===== config.mk =====
export PLATFORM = sky130hd
export DESIGN_NAME = alu_muldiv
export DESIGN_NICKNAME = d
export VERILOG_FILES = /design/src/rtl/alu_muldiv.sv
export SDC_FILE = /design/constraint.sdc
export NUM_CORES = 2
export LEC_CHECK = 0
export ABC_AREA = 0
export ABC_CLOCK_PERIOD_IN_PS = 4500
export CAP_MARGIN = 10
export CORE_MARGIN = 5
export CORE_UTILIZATION = 64
export CTS_BUF_LIST = sky130_fd_sc_hd__clkbuf_4
export CTS_CLUSTER_DIAMETER = 100
export DETAILED_ROUTE_END_ITERATION = 8
export PLACE_DENSITY = 0.88
export SLEW_MARGIN = 30
export SYNTH_ARGS = -nofsm -noshare
export SYNTH_HDL_FRONTEND = slang
export SYNTH_SLANG_ARGS = --single-unit
export TNS_END_PERCENT = 30

===== constraint.sdc =====
create_clock -name clk -period 4.5 [get_ports clk]
set_input_delay 1.35 -clock clk [delete_from_list [all_inputs] [get_ports clk]]
set_output_delay 1.35 -clock clk [all_outputs]
set_load 0.02 [all_outputs]

===== src/rtl/alu_muldiv.sv =====
// alu_muldiv: execute-stage ALU with single-cycle ops plus iterative MULT/DIV
// writing architectural HI/LO. Build option ALU_MULDIV_DIV_EN compiles in the
// divider; without it op 11101 behaves as an unknown single-cycle op (result 0).
module alu_muldiv #(
  parameter int unsigned WIDTH = 32
) (
  input  logic             clk,
  input  logic             reset_n,
  input  logic             in_valid,
  output logic             in_ready,
  input  logic [4:0]       op,
  input  logic             sign,
  input  logic [WIDTH-1:0] in1,
  input  logic [WIDTH-1:0] in2,
  output logic             out_valid,
  output logic [WIDTH-1:0] out,
  output logic [WIDTH-1:0] hi,
  output logic [WIDTH-1:0] lo
);

  localparam int unsigned SHAMT_W = $clog2(WIDTH);
  localparam int unsigned CNT_W   = $clog2(WIDTH);
  localparam int unsigned PW      = 2 * WIDTH;

  localparam logic [4:0] OP_AND  = 5'b00000;
  localparam logic [4:0] OP_OR   = 5'b00001;
  localparam logic [4:0] OP_ADD  = 5'b00010;
  localparam logic [4:0] OP_SUB  = 5'b00110;
  localparam logic [4:0] OP_SLT  = 5'b00111;
  localparam logic [4:0] OP_NOR  = 5'b01100;
  localparam logic [4:0] OP_XOR  = 5'b01101;
  localparam logic [4:0] OP_SLL  = 5'b10000;
  localparam logic [4:0] OP_SRL  = 5'b11000;
  localparam logic [4:0] OP_SRA  = 5'b11001;
  localparam logic [4:0] OP_MUL  = 5'b11010;
  localparam logic [4:0] OP_MULT = 5'b11100;
  localparam logic [4:0] OP_MFHI = 5'b11110;
  localparam logic [4:0] OP_MFLO = 5'b11111;
`ifdef ALU_MULDIV_DIV_EN
  localparam logic [4:0] OP_DIV  = 5'b11101;

  typedef enum logic [1:0] {S_IDLE = 2'd0, S_MUL = 2'd1, S_DIV = 2'd2, S_FIX = 2'd3} state_e;
`else
  typedef enum logic [1:0] {S_IDLE = 2'd0, S_MUL = 2'd1, S_FIX = 2'd3} state_e;
`endif

  state_e           state_q, state_d;
  logic [CNT_W-1:0] cnt_q, cnt_d;
  logic [PW-1:0]    p_q, p_d;
  logic [WIDTH-1:0] a_q, a_d;
  logic             neg1_q, neg1_d;
  logic             neg2_q, neg2_d;
  logic [WIDTH-1:0] out_q, out_d;
  logic             out_valid_q, out_valid_d;
  logic [WIDTH-1:0] hi_q, hi_d;
  logic [WIDTH-1:0] lo_q, lo_d;
`ifdef ALU_MULDIV_DIV_EN
  logic [WIDTH-1:0] b_q, b_d;
  logic             is_div_q, is_div_d;
  logic             dz_q, dz_d;
`endif

  logic [SHAMT_W-1:0] shamt_c;
  logic               slt_c;
  logic [WIDTH-1:0]   alu_c;
  logic               neg1_c, neg2_c;
  logic [WIDTH-1:0]   mag1_c, mag2_c;
  logic [WIDTH:0]     mul_sum_c;
  logic [PW-1:0]      mul_next_c;
  logic [PW-1:0]      prod_fix_c;
`ifdef ALU_MULDIV_DIV_EN
  logic [WIDTH:0]     div_sh_c;
  logic               div_ge_c;
  logic [WIDTH-1:0]   div_diff_c;
  logic [PW-1:0]      div_next_c;
  logic [WIDTH-1:0]   quot_c, rem_c;
`endif

  assign in_ready  = (state_q == S_IDLE);
  assign out_valid = out_valid_q;
  assign out       = out_q;
  assign hi        = hi_q;
  assign lo        = lo_q;

  // Single-cycle result, operand sign/magnitude conversion at accept.
  always_comb begin
    shamt_c = in1[SHAMT_W-1:0];
    slt_c   = sign ? ($signed(in1) < $signed(in2)) : (in1 < in2);
    neg1_c  = sign & in1[WIDTH-1];
    neg2_c  = sign & in2[WIDTH-1];
    mag1_c  = neg1_c ? -in1 : in1;
    mag2_c  = neg2_c ? -in2 : in2;
    alu_c   = '0;
    case (op)
      OP_AND:  alu_c = in1 & in2;
      OP_OR:   alu_c = in1 | in2;
      OP_ADD:  alu_c = in1 + in2;
      OP_SUB:  alu_c = in1 - in2;
      OP_NOR:  alu_c = ~(in1 | in2);
      OP_XOR:  alu_c = in1 ^ in2;
      OP_SLT:  alu_c = {{(WIDTH-1){1'b0}}, slt_c};
      OP_SLL:  alu_c = in2 << shamt_c;
      OP_SRL:  alu_c = in2 >> shamt_c;
      OP_SRA:  alu_c = WIDTH'($signed(in2) >>> shamt_c);
      OP_MUL:  alu_c = WIDTH'(in1 * in2);
      OP_MFHI: alu_c = hi_q;
      OP_MFLO: alu_c = lo_q;
      default: alu_c = '0;
    endcase
  end

  // Iteration datapaths: shift-add multiply and restoring divide share p_q.
  always_comb begin
    mul_sum_c  = {1'b0, p_q[PW-1:WIDTH]} + (p_q[0] ? {1'b0, a_q} : {(WIDTH+1){1'b0}});
    mul_next_c = {mul_sum_c, p_q[WIDTH-1:1]};
    prod_fix_c = (neg1_q ^ neg2_q) ? -p_q : p_q;
`ifdef ALU_MULDIV_DIV_EN
    div_sh_c   = p_q[PW-1:WIDTH-1];
    div_ge_c   = (div_sh_c >= {1'b0, b_q});
    div_diff_c = WIDTH'(div_sh_c - {1'b0, b_q});
    div_next_c = div_ge_c ? {div_diff_c, p_q[WIDTH-2:0], 1'b1} : {p_q[PW-2:0], 1'b0};
    quot_c     = (neg1_q ^ neg2_q) ? -p_q[WIDTH-1:0] : p_q[WIDTH-1:0];
    rem_c      = neg1_q ? -p_q[PW-1:WIDTH] : p_q[PW-1:WIDTH];
`endif
  end

  // Next-state and register updates for the control FSM.
  always_comb begin
    state_d     = state_q;
    cnt_d       = cnt_q;
    p_d         = p_q;
    a_d         = a_q;
    neg1_d      = neg1_q;
    neg2_d      = neg2_q;
    out_d       = out_q;
    out_valid_d = 1'b0;
    hi_d        = hi_q;
    lo_d        = lo_q;
`ifdef ALU_MULDIV_DIV_EN
    b_d         = b_q;
    is_div_d    = is_div_q;
    dz_d        = dz_q;
`endif
    case (state_q)
      S_IDLE: begin
        if (in_valid) begin
          case (op)
            OP_MULT: begin
              state_d = S_MUL;
              cnt_d   = '0;
              a_d     = mag1_c;
              p_d     = {{WIDTH{1'b0}}, mag2_c};
              neg1_d  = neg1_c;
              neg2_d  = neg2_c;
`ifdef ALU_MULDIV_DIV_EN
              is_div_d = 1'b0;
              dz_d     = 1'b0;
`endif
            end
`ifdef ALU_MULDIV_DIV_EN
            OP_DIV: begin
              state_d  = S_DIV;
              cnt_d    = '0;
              a_d      = mag1_c;
              b_d      = mag2_c;
              p_d      = {{WIDTH{1'b0}}, mag1_c};
              neg1_d   = neg1_c;
              neg2_d   = neg2_c;
              is_div_d = 1'b1;
              dz_d     = (in2 == '0);
            end
`endif
            default: begin
              out_d       = alu_c;
              out_valid_d = 1'b1;
            end
          endcase
        end
      end
      S_MUL: begin
        p_d   = mul_next_c;
        cnt_d = cnt_q + CNT_W'(1);
        if (cnt_q == CNT_W'(WIDTH - 1)) state_d = S_FIX;
      end
`ifdef ALU_MULDIV_DIV_EN
      S_DIV: begin
        p_d   = div_next_c;
        cnt_d = cnt_q + CNT_W'(1);
        if (cnt_q == CNT_W'(WIDTH - 1)) state_d = S_FIX;
      end
`endif
      S_FIX: begin
        state_d     = S_IDLE;
        out_valid_d = 1'b1;
`ifdef ALU_MULDIV_DIV_EN
        if (is_div_q) begin
          if (dz_q) begin
            lo_d = '1;
            hi_d = neg1_q ? -a_q : a_q;
          end else begin
            lo_d = quot_c;
            hi_d = rem_c;
          end
          out_d = dz_q ? '1 : quot_c;
        end else begin
          hi_d  = prod_fix_c[PW-1:WIDTH];
          lo_d  = prod_fix_c[WIDTH-1:0];
          out_d = prod_fix_c[WIDTH-1:0];
        end
`else
        hi_d  = prod_fix_c[PW-1:WIDTH];
        lo_d  = prod_fix_c[WIDTH-1:0];
        out_d = prod_fix_c[WIDTH-1:0];
`endif
      end
      default: state_d = S_IDLE;
    endcase
  end

  // State and datapath registers; reset discards any in-flight operation.
  always_ff @(posedge clk or negedge reset_n) begin
    if (!reset_n) begin
      state_q     <= S_IDLE;
      cnt_q       <= '0;
      p_q         <= '0;
      a_q         <= '0;
      neg1_q      <= 1'b0;
      neg2_q      <= 1'b0;
      out_q       <= '0;
      out_valid_q <= 1'b0;
      hi_q        <= '0;
      lo_q        <= '0;
`ifdef ALU_MULDIV_DIV_EN
      b_q         <= '0;
      is_div_q    <= 1'b0;
      dz_q        <= 1'b0;
`endif
    end else begin
      state_q     <= state_d;
      cnt_q       <= cnt_d;
      p_q         <= p_d;
      a_q         <= a_d;
      neg1_q      <= neg1_d;
      neg2_q      <= neg2_d;
      out_q       <= out_d;
      out_valid_q <= out_valid_d;
      hi_q        <= hi_d;
      lo_q        <= lo_d;
`ifdef ALU_MULDIV_DIV_EN
      b_q         <= b_d;
      is_div_q    <= is_div_d;
      dz_q        <= dz_d;
`endif
    end
  end

endmodule

==> flow_metrics.py, run 1 <==
metrics = {
    "placed_design": {
        "dp_slack_ns": -4.542,
        "routabilityCongestion": 1.220,
        "place_inst": 5896,
        "hpwl_mm": 144.2,
        "numPortBuffers": 170,
    },
    "synthesis": {
        "yosys.area.top_type": "fa_1",
        "synthCells": 4463,
        "synth-edff-count": 0,
        "syn_nets": 5206,
        "synthArstFlopShare": 1.000,
        "synth.distinct_cells": 92,
        "synth.top_cell.area_share": 0.2305,
        "synth.avg_cell_area_um2": 7.998,
        "synth-seq-cells": 202,
        "synthFlopType": "dfrtp_1",
        "yosysWarnings": 0,
        "synth_area_um2": 35690,
        "synth.area.top_cells": "fa_1 23%, dfrtp_1 14%, ha_1 9.1%, nor2_1 6.6%, inv_1 5.2%",
        "synth_seq_area_share": 0.1416,
    },
    "floorplanning": {
        "die_height_um": 246.2,
        "initial_core_util": 0.6466,
        "num_io_pins": 171,
        "num_rows": 86,
        "die_x_um": 246.2,
    },
    "global_route": {
        "grt_pass1_vias": 48489,
        "grt_max_degree": 82,
        "overflow": 265,
        "grt_usage": 0.7389,
        "grt_pass1_wl_mm": 331.5,
    },
    "outcome": {
        "outcome": "stopped before the end",
        "run.stop_error": "[ERROR GRT-0116] Global routing finished with congestion. Check the congestion regions in the DRC Viewer.",
        "failed_stage": "global routing (5_1_grt)",
    },
    "cts": {
        "cts-root-buf": "clkbuf_4",
        "cts_made_buffers": 46,
        "cts_sinks": 202,
        "clock_path_buffers": 3,
        "htreeDepth": 2,
    },
}
[synth_stat cells (17+ instances only)]
cell type,number
inv_1,497
nand4_1,19
a21o_1,47
nand2_1,460
nand2b_1,35
nor3_1,67
mux2i_1,54
mux4_2,32
clkbuf_1,227
ha_1,259
buf_1,46
o21a_1,18
xnor2_1,184
o211ai_1,23
a211oi_1,26
a221oi_1,28
a222oi_1,17
nor4_1,25
o22ai_1,46
o31ai_1,25
xor2_1,67
o21ai_0,277
buf_2,17
o221ai_1,19
nand3_1,51
fa_1,411
and2_1,41
a31oi_1,36
o21bai_1,20
a21oi_1,290
nor2_1,630
a22oi_1,30
dfrtp_1,202
[logic make-up after synthesis]
group / count (synthesis) / share of synthesized area
adder cells (fa/ha/maj): 670 / 0.3213
buffers and inverters: 814 / 0.08634
XOR/XNOR: 251 / 0.06159
flip-flops: 202 / 0.1416
multiplexers: 91 / 0.03691
AO/OA/AOI/OAI: 1033 / 0.1850
AND/OR/NAND/NOR: 1402 / 0.1672
[per-stage QoR]
step	utilization	hold WS, ns	TNS (ns)	cell area, um^2
after CTS	0.8412	0.4820	-65.24	46430
after detailed placement	0.7960	0.4672	-108.42	43940
after global placement	0.7960	0.4553	-101.87	43940
after floorplan	-	0.4409	-65.83	36480
[routing by layer]
metal,overflow,GRT usage
met5,0,0.3203
met4,95,0.6738
met3,9,0.6059
met2,151,0.8930
met1,10,0.7563
[what timing repair did]
action	in CTS
resized for setup	468
gates cloned	2
hold buffers	0
pin swaps	160
buffers inserted	81
endpoints found under the setup margin	31
hold endpoints to repair	0
==> run 2: changes to the inputs <==
--- a/config.mk
+++ b/config.mk
@@ -9,11 +9,9 @@
 export ABC_CLOCK_PERIOD_IN_PS = 4500
 export CAP_MARGIN = 10
 export CORE_MARGIN = 5
-export CORE_UTILIZATION = 64
-export CTS_BUF_LIST = sky130_fd_sc_hd__clkbuf_4
-export CTS_CLUSTER_DIAMETER = 100
+export CORE_UTILIZATION = 40
 export DETAILED_ROUTE_END_ITERATION = 8
-export PLACE_DENSITY = 0.88
+export PLACE_DENSITY_LB_ADDON = 0.15
 export SLEW_MARGIN = 30
 export SYNTH_ARGS = -nofsm -noshare
 export SYNTH_HDL_FRONTEND = slang
==> flow_metrics.py, run 2 <==
metrics = {
    "outcome": {
        "outcome": "finished, violations left",
        "violations": "setup timing",
    },
    "synthesis": {
        "synth-seq-cells": 202,
        "synth_xor_area_frac": 0.06159,
        "synth.distinct_cells": 92,
        "synth-edff-count": 0,
        "synth_compound_area_frac": 0.1850,
        "yosys.area_share.simple": 0.1672,
        "syn_nets": 5206,
        "yosysWarnings": 0,
        "synthCells": 4463,
        "synth_mux_area_frac": 0.03691,
        "synth_top_family_by_area": "adder cells",
        "synth.area.top_cells": "fa_1 23%, dfrtp_1 14%, ha_1 9.1%, nor2_1 6.6%, inv_1 5.2%",
        "synthAdderAreaFrac": 0.3213,
        "synth_area_um2": 35690,
        "yosysMostFrequentCell": "nor2_1",
        "synthArstFlopShare": 1.000,
        "synth.avg_cell_area_um2": 7.998,
        "synth_seq_area_share": 0.1416,
        "synthFlopType": "dfrtp_1",
        "synth.top_cell.area_share": 0.2305,
        "yosys.area.top_type": "fa_1",
        "synth_commonest_cells": "630 x nor2_1, 497 x inv_1, 460 x nand2_1",
    },
    "critical_path": {
        "crit_type": "in2reg",
        "worst_path_largest_cell_delay_ns": 0.60,
        "start_kind": "primary input",
        "cp.required_ns": 4.91,
        "path_common_cell": "fa_1",
        "slowest_stage": "fa_1",
        "path_max_fanout": 5,
        "worst_ep_arrival_time_ns": 8.07,
        "worstSetupEndpointType": "flop",
    },
    "global_route": {
        "grt_max_degree": 97,
        "grt_pass1_wl_mm": 274.4,
        "grt_usage": 0.3972,
        "grt_pass1_vias": 38624,
        "antenna_found_initial": 6,
        "overflow": 0,
    },
    "timing": {
        "max_freq_ghz": 0.1305,
        "hold_viol": 0,
        "fin_ws_ns": -3.160,
        "finalCriticalPeriod_ns": 7.660,
        "slew_headroom": 0.3347,
        "fin_skew_ns": 0.01753,
        "maxSlewViolCount": 0,
        "finalCritPeriodShare": 1.702,
        "rsz0062_at_grt": "true",
        "setup_viol": 29,
        "max_slew.worst_pin.slew_ns": 0.9908,
    },
    "finish": {
        "top_register": "p_q",
        "post-route-util": 0.5633,
        "nets": 6141,
        "fillers": 8273,
        "layout_common_cells": "880 x buf_4, 533 x nor2_1, 443 x nand2_1",
        "largest_register_ffs": 64,
        "area_delta_synth_final_pct": 39.69,
        "multiInputGateArea_um2": 29610,
        "layout-drive-gt1-share": 0.2984,
        "final_common_cell": "buf_4",
        "seq_area_um2": 5055,
    },
    "job": {
        "max-cap-violations": 0,
    },
    "floorplanning": {
        "num_io_pins": 171,
        "die_x_um": 308.7,
        "die_height_um": 308.7,
        "initial_core_util": 0.4033,
        "num_rows": 109,
        "core_area_um2": 88510,
        "die_area_um2": 95310,
    },
    "cts": {
        "cts_sinks": 202,
        "clk_pin_slew_ns": 0.07,
        "cts_made_buffers": 21,
        "cts-root-buf": "clkbuf_16",
        "htreeDepth": 1,
        "cts_tree": "yes",
        "clock_path_buffers": 3,
        "ctsHoldBuffers": 0,
        "clk_latency_ns": 0.55,
    },
    "route": {
        "post-route-drc-count": 0,
        "post_drt_wl_per_cell_um": 29.40,
        "totalWireLength_mm": 193.6,
        "antenna_left": 0,
        "first_pass_iters": 8,
        "vias": 38736,
        "viasPerCell": 5.883,
        "drt_iter0_drc": 4496,
    },
    "placed_design": {
        "hpwl_mm": 157.8,
        "numPortBuffers": 170,
        "routabilityCongestion": 1.097,
    },
    "hold_path": {
        "hold_path.class": "reg2reg",
    },
}
run 2: cell counts after synthesis:
Identical to the previous run, type by type.
run 2: kinds of logic (layout without fill, tap and decap cells):
logic type	after synthesis	after routing
compound gates	1033	1033
xor+xnor	251	251
fa+ha+maj	670	670
buf+inv	814	1763
flops	202	202
mux	91	91
other cells	0	7
simple gates	1402	1402
run 2: what timing repair did:
item	CTS	global route
gates cloned	4	1
buffers inserted	120	47
gates resized for setup	641	237
endpoints found under the setup margin	30	31
pin swaps	222	182
run 2: final timing paths:
| check | slack, ns | endpoint | from | cells past startpoint |
|---|---|---|---|---|
| hold / removal | 0.48 | a_q[18] | a_q[18] | 2 |
| setup / recovery | -3.16 | out[27] | in1[13] | 29 |
| max in group asynchronous | 2.78 | out[9] | reset_n | 2 |
| setup reg to reg | 0.58 | p_q[62] | p_q[0] | 13 |
| min in group asynchronous | 0.83 | p_q[60] | reset_n | 1 |
| hold reg to reg | 0.48 | a_q[18] | a_q[18] | 2 |
run 2: layer usage:
metal  part of all wire  global-route usage  vias to the layer above
li1                   -                   -                    16808
met1               0.39              0.5291                    19144
met2               0.41              0.5833                     2277
met3               0.12              0.1113                      505
met4              0.078              0.2240                        2
met5           0.000041                   0                        -
run 2: per-stage QoR:
step	setup TNS (ns)	std cells	area (um^2)	setup slack [ns]	hold WS, ns
final	-68.71	6584	49860	-3.160	0.4768
after CTS	-68.69	6537	48710	-3.173	0.4786
after floorplan	-65.83	4463	36480	-3.131	0.4409
after detailed placement	-114.55	6384	45220	-4.998	0.4634
after global placement	-114.21	6384	45220	-4.989	0.4586
after global routing	-73.85	6577	49840	-3.341	0.5060
run 2: critical path, delay by kind of cell:
kind | cells | cell delay [ns]
AOI/OAI and AO/OA | 7 | 1.22
xor gates and xnor gates | 1 | 0.11
adders and majority gates | 9 | 4.34
buffers and inverters | 8 | 0.79
and+or+nand+nor | 4 | 0.23
run 2: area by class of cell:
| type | count | share of cell area |
|---|---|---|
| timing repair inverter | 3 | 0.0004768 |
| tap | 1165 | 0.02923 |
| antenna | 7 | 0.0003513 |
| sequential | 202 | 0.1014 |
| inverter | 522 | 0.04590 |
| timing repair buffer | 1201 | 0.2154 |
| clock buffer | 23 | 0.01089 |
| multi-input combinational | 3447 | 0.5938 |
| clock inverter | 14 | 0.002560 |
Power of run 2 is left out: the tool's default activity adds up to more than one toggle a clock period on the data nets, which glitch-free logic cannot reach.
